===== config.mk =====
export PLATFORM = sky130hd
export DESIGN_NAME = unary_tru_debinarizer_flat
export DESIGN_NICKNAME = d
export VERILOG_FILES = /design/src/rtl/binarization_pkg.sv /design/src/rtl/unary_tru_debinarizer_if.sv /design/src/rtl/unary_tru_debinarizer.sv /design/src/flat_wrapper.sv
export SDC_FILE = /design/constraint.sdc
export NUM_CORES = 1
export LEC_CHECK = 0
export ABC_AREA = 1
export BUFFER_PORTS_ARGS = -buffer_cell sky130_fd_sc_hd__buf_4
export CORE_AREA = 2 2 55 57
export CTS_BUF_LIST = sky130_fd_sc_hd__clkbuf_4 sky130_fd_sc_hd__clkbuf_8
export DETAILED_ROUTE_END_ITERATION = 16
export DIE_AREA = 0 0 57 59
export MAX_ROUTING_LAYER = met4
export PLACE_DENSITY = 0.81
export SYNTH_ARGS = -nofsm -noshare
export SYNTH_HDL_FRONTEND = slang
export SYNTH_SLANG_ARGS = --single-unit

===== constraint.sdc =====
create_clock -name clk -period 2.1 [get_ports clk]
set_clock_uncertainty 0.1 [all_clocks]
set_input_delay 0.42 -clock clk [delete_from_list [all_inputs] [get_ports clk]]
set_output_delay 0.42 -clock clk [all_outputs]
set_load 0.02 [all_outputs]

===== src/rtl/binarization_pkg.sv =====
// Shared types for the bin-level debinarizers: FSM states and binarization mode encodings.
package binarization_pkg;

    typedef enum logic [1:0] {
        StIdle   = 2'd0,
        StDecode = 2'd1,
        StDone   = 2'd2
    } state_e;

    localparam logic MODE_TRU   = 1'b0;
    localparam logic MODE_UNARY = 1'b1;

endpackage


===== src/rtl/unary_tru_debinarizer_if.sv =====
// Handshake/result bundle between a bin source and the unary/TRU debinarizer.
interface unary_tru_debinarizer_if #(
    parameter int unsigned VALUE_WIDTH = 8,
    parameter int unsigned CMAX_WIDTH  = 3
) ();

    logic                   start_i;
    logic                   sel_i;
    logic [CMAX_WIDTH-1:0]  cmax_i;
    logic                   bin_i;
    logic                   bin_valid_i;
    logic                   bin_ready_o;
    logic [VALUE_WIDTH-1:0] value_o;
    logic [VALUE_WIDTH:0]   bin_count_o;
    logic                   done_o;
    logic                   error_o;

    modport master (
        output start_i, sel_i, cmax_i, bin_i, bin_valid_i,
        input  bin_ready_o, value_o, bin_count_o, done_o, error_o
    );

    modport slave (
        input  start_i, sel_i, cmax_i, bin_i, bin_valid_i,
        output bin_ready_o, value_o, bin_count_o, done_o, error_o
    );

endinterface


===== src/rtl/unary_tru_debinarizer.sv =====
// Serial unary / truncated-unary debinarizer: counts leading 1 bins until a 0 bin,
// the cMax limit (TRU) or value overflow (unary) terminates the decode.
module unary_tru_debinarizer
    import binarization_pkg::*;
#(
    parameter int unsigned VALUE_WIDTH = 8,
    parameter int unsigned CMAX_WIDTH  = 3
) (
    input logic                     clk,
    input logic                     rst,
    unary_tru_debinarizer_if.slave  bus
);

    localparam logic [VALUE_WIDTH-1:0] ValueMax = '1;
    localparam logic [VALUE_WIDTH-1:0] ValueOne = VALUE_WIDTH'(1);
    localparam logic [VALUE_WIDTH:0]   CountOne = (VALUE_WIDTH + 1)'(1);

    state_e                 r_state;
    state_e                 w_state_next;
    logic                   r_sel;
    logic                   w_sel_next;
    logic [CMAX_WIDTH-1:0]  r_cmax;
    logic [CMAX_WIDTH-1:0]  w_cmax_next;
    logic [VALUE_WIDTH-1:0] r_value;
    logic [VALUE_WIDTH-1:0] w_value_next;
    logic [VALUE_WIDTH:0]   r_count;
    logic [VALUE_WIDTH:0]   w_count_next;
    logic                   r_error;
    logic                   w_error_next;

    logic                   w_ready;
    logic                   w_accept;
    logic [VALUE_WIDTH-1:0] w_cmax_ext;

    assign w_cmax_ext = VALUE_WIDTH'(r_cmax);

    always_comb begin
        w_state_next = r_state;
        w_sel_next   = r_sel;
        w_cmax_next  = r_cmax;
        w_value_next = r_value;
        w_count_next = r_count;
        w_error_next = r_error;

        // A new start wins over a bin offered in the same cycle, so ready drops with it.
        w_ready  = (r_state == StDecode) && !bus.start_i;
        w_accept = w_ready && bus.bin_valid_i;

        if (bus.start_i) begin
            w_sel_next   = bus.sel_i;
            w_cmax_next  = bus.cmax_i;
            w_value_next = '0;
            w_count_next = '0;
            w_error_next = 1'b0;
            if ((bus.sel_i == MODE_TRU) && (bus.cmax_i == '0)) begin
                w_state_next = StDone;
            end else begin
                w_state_next = StDecode;
            end
        end else if (w_accept) begin
            w_count_next = r_count + CountOne;
            if (!bus.bin_i) begin
                w_state_next = StDone;
            end else if (r_value == ValueMax) begin
                // Overflowing 1 bin: value stays saturated and the decode is flagged.
                w_error_next = 1'b1;
                w_state_next = StDone;
            end else begin
                w_value_next = r_value + ValueOne;
                if ((r_sel == MODE_TRU) && (w_value_next == w_cmax_ext)) begin
                    w_state_next = StDone;
                end
            end
        end
    end

    always_ff @(posedge clk or posedge rst) begin
        if (rst) begin
            r_state <= StIdle;
            r_sel   <= MODE_TRU;
            r_cmax  <= '0;
            r_value <= '0;
            r_count <= '0;
            r_error <= 1'b0;
        end else begin
            r_state <= w_state_next;
            r_sel   <= w_sel_next;
            r_cmax  <= w_cmax_next;
            r_value <= w_value_next;
            r_count <= w_count_next;
            r_error <= w_error_next;
        end
    end

    assign bus.bin_ready_o = w_ready;
    assign bus.value_o     = r_value;
    assign bus.bin_count_o = r_count;
    assign bus.done_o      = (r_state == StDone);
    assign bus.error_o     = r_error;

endmodule


===== src/flat_wrapper.sv =====
// flat-port wrapper written by rule: the top's interface ports become plain ports
module unary_tru_debinarizer_flat import binarization_pkg::*;
#(
    parameter int unsigned VALUE_WIDTH = 8,
    parameter int unsigned CMAX_WIDTH  = 3
)
  (clk, rst, bus_start_i, bus_sel_i, bus_cmax_i, bus_bin_i, bus_bin_valid_i, bus_bin_ready_o, bus_value_o, bus_bin_count_o, bus_done_o, bus_error_o);
  unary_tru_debinarizer_if #(.VALUE_WIDTH(VALUE_WIDTH), .CMAX_WIDTH(CMAX_WIDTH)) bus_i ();
  input logic clk;
  input logic rst;
  input wire logic [$bits(bus_i.start_i)-1:0] bus_start_i;
  input wire logic [$bits(bus_i.sel_i)-1:0] bus_sel_i;
  input wire logic [$bits(bus_i.cmax_i)-1:0] bus_cmax_i;
  input wire logic [$bits(bus_i.bin_i)-1:0] bus_bin_i;
  input wire logic [$bits(bus_i.bin_valid_i)-1:0] bus_bin_valid_i;
  output wire logic [$bits(bus_i.bin_ready_o)-1:0] bus_bin_ready_o;
  output wire logic [$bits(bus_i.value_o)-1:0] bus_value_o;
  output wire logic [$bits(bus_i.bin_count_o)-1:0] bus_bin_count_o;
  output wire logic [$bits(bus_i.done_o)-1:0] bus_done_o;
  output wire logic [$bits(bus_i.error_o)-1:0] bus_error_o;
  assign bus_i.start_i = bus_start_i;
  assign bus_i.sel_i = bus_sel_i;
  assign bus_i.cmax_i = bus_cmax_i;
  assign bus_i.bin_i = bus_bin_i;
  assign bus_i.bin_valid_i = bus_bin_valid_i;
  assign bus_bin_ready_o = bus_i.bin_ready_o;
  assign bus_value_o = bus_i.value_o;
  assign bus_bin_count_o = bus_i.bin_count_o;
  assign bus_done_o = bus_i.done_o;
  assign bus_error_o = bus_i.error_o;
  unary_tru_debinarizer #(.VALUE_WIDTH(VALUE_WIDTH), .CMAX_WIDTH(CMAX_WIDTH)) u_core (.clk(clk), .rst(rst), .bus(bus_i));
endmodule

==> flow_summary.yaml <==
routing:
  drtIter0Drc: 46
  via_per_inst: 5.10
  drcViolationCount: 0
  postRouteAntennaNets: 0
  wl_mm: 2.66
  firstDrtPassIters: 4
  routedWlPerCell_um: 11.5
  routed-via-count: 1183
timing:
  rsz0062_at_grt: "false"
  hold_viol: 0
  relSlewSlack_pct: 69.1
  drv_slew: 0
  period_share_pct: 82.5
  worstMarginPinSlew_ns: 0.457
  fin_tns_setup_ns: 0
  setup_viol: 0
  period_needed_ns: 1.73
  hold_ws_ns: 0.0554
  fmax_ghz: 0.577
cts:
  cts_setup_buffers: 0
  cts_resized: 0
  clk_pin_slew_ns: 0.12
  cts_max_path_buffers: 2
  cts_root_buf: "clkbuf_4"
  insertion_delay_ns: 0.30
  cts_hold_buffers: 0
  cts_htree_levels: 1
  cts_sinks: 24
  numCtsBuffers: 3
  cts_tree: "done"
setup_path:
  crit_path_end_kind: "register"
  crit_start: "u_core.bus.value_o[1]"
  cp_max_fo: 8
  required_ns: 2.20
  r2r-start: "u_core.bus.value_o[1]"
  arrival_ns: 1.84
  crit_buf_inv: 3
  cp-start-kind: "register"
  path_cells: "ha_1 -> nand2_2 -> inv_2 -> nand2_2 -> nor2_2 -> nand2_2 -> nor2_4 -> inv_2 -> nand2_8 -> inv_2 -> nor2_1 -> a21oi_2"
  worst_r2r_path_depth: 12
  cpMaxStageDelayCell: "dfrtp_1"
  path_class: "reg -> reg"
  cpPeakStageDelay_ns: 0.47
  crit_family: "simple AND/OR/NAND/NOR gates"
  path_depth: 12
logic_synthesis:
  ys_top_cells_by_area: "dfrtp_1, nand2_1, inv_1"
  synth_top_cell_by_area: "dfrtp_1"
  yosys_warnings: 0
  syn-num-nets: 179
  synthArstFlopShare_pct: 100
  synthFlopType: "dfrtp_1"
  ys_seq_area_share_pct: 45.1
  synth_top_cell_area_share_pct: 45.1
  synth_area_mm2: 0.00133
  synthCells: 168
  yosys.cell_types.count: 23
  netlist_top_cells_count: "nand2_1, dfrtp_1, inv_1, nor2_1, nand3_1"
  synth-seq-cells: 24
  syn_avg_cell_area_um2: 7.92
  synth_edf_count: 0
  yosys.cell_count.top_type: "nand2_1"
die:
  chipWidth_um: 57
  top_level_ports: 29
  die_area_mm2: 0.00336
  num_rows: 19
  die_y_um: 59
  start_util_pct: 49.1
  core_area_mm2: 0.00271
grt:
  antenna_found_initial: 0
  grtUsageTotal_pct: 17.8
  grt_pass1_wl_mm: 4.62
  grt_pass1_vias: 1099
  grt_max_degree: 25
  overflow: 0
placed_design:
  dp_hpwl_mm: 2.07
  placed_cells_incl_taps: 229
  port_buffers: 28
  placed_area_mm2: 0.00160
  place_congestion: 0.823
pwr:
  cellPowerDensity_mw_per_mm2: 580
  p_total_w: 0.000940
  irDropWorstVdd_uv: 506
  leakage_nw: 0.817
layout:
  layout-drive-gt1-share_pct: 27.4
  nets: 214
  areaGrowthSynthToFinish_pct: 21.8
  diodes: 0
  final_cell_area_mm2: 0.00162
  fin_cells: 232
outcome:
  status: "complete, no violations"
hold_path:
  hold_class: "in -> async"
flow_run:
  maxCapViolCount: 0
-- worst paths after layout --
check	to	slack, ns
worst max-delay path	u_core.bus.value_o[0]	0.37
max in group asynchronous	u_core.r_cmax[2]	1.62
worst min register to register	u_core.bus.bin_count_o[7]	0.40
worst max register to register	u_core.bus.value_o[0]	0.37
min in group clk	u_core.r_cmax[0]	0.22
worst min-delay path	u_core.bus.bin_count_o[8]	0.06
-- power by group --
group          internal, W  switching, W  leakage, nW
Sequential        0.000488     0.0000244        0.321
Clock            0.0000668      0.000125       0.0138
Combinational    0.0000968      0.000138        0.482
-- metrics by stage --
step / setup WS, ns / utilization [%]
after floorplan: 0.300 / -
after global placement: 0.446 / 59.0
after detailed placement: 0.391 / 59.0
after CTS: 0.368 / 59.8
after global routing: 0.207 / 59.8
final: 0.368 / 59.8
-- sequential cells by signal (all words and copies together) (netlist names) --
name                    cells
u_core.bus.bin_count_o      9
u_core.bus.error_o          1
u_core.bus.value_o          8
u_core.r_cmax               3
u_core.r_sel                1
u_core.r_state              2
-- routing by layer --
metal	track usage (%)	vias to the layer above	wire, um
met1	22.6	540	1210
li1	-	607	-
met5	-	-	0
met3	1.97	0	116
met4	4.65	0	0
met2	30.7	36	1330
-- worst register-to-register path: cells and delay by family, from the launching register on --
family | cells | cell delay, ns
and+or+nand+nor | 7 | 0.62
AOI/OAI and AO/OA | 1 | 0.04
adders and majority gates | 1 | 0.24
DFF | 1 | 0.47
buffers and inverters | 3 | 0.19
-- placed cells by master (no fill, tap or decap), drive strengths merged, types with 2 or more instances in the layout --
master and count:
nand2 49, buf 31, inv 28, dfrtp 24, nor2 20, o21ai 15
nand3 13, o22ai 6, a21oi 6, clkbuf 3, ha 2
-- final cells by class --
class	instances	area (um^2)
Inverter	28	105
Sequential cell	24	601
Clock buffer	3	22.5
Multi-Input combinational cell	115	622
Tap cell	31	38.8
Timing Repair Buffer	31	233
Fill cell	266	1090
-- cell families after synthesis --
logic type | synth area share [%]
adders and majority gates | 1.88
AOI/OAI and AO/OA | 12.3
xor gates and xnor gates | 0.658
DFF | 45.1
and+or+nand+nor | 31.9
buffers and inverters | 8.18
No activity file was read; power rests on OpenSTA's default activity.
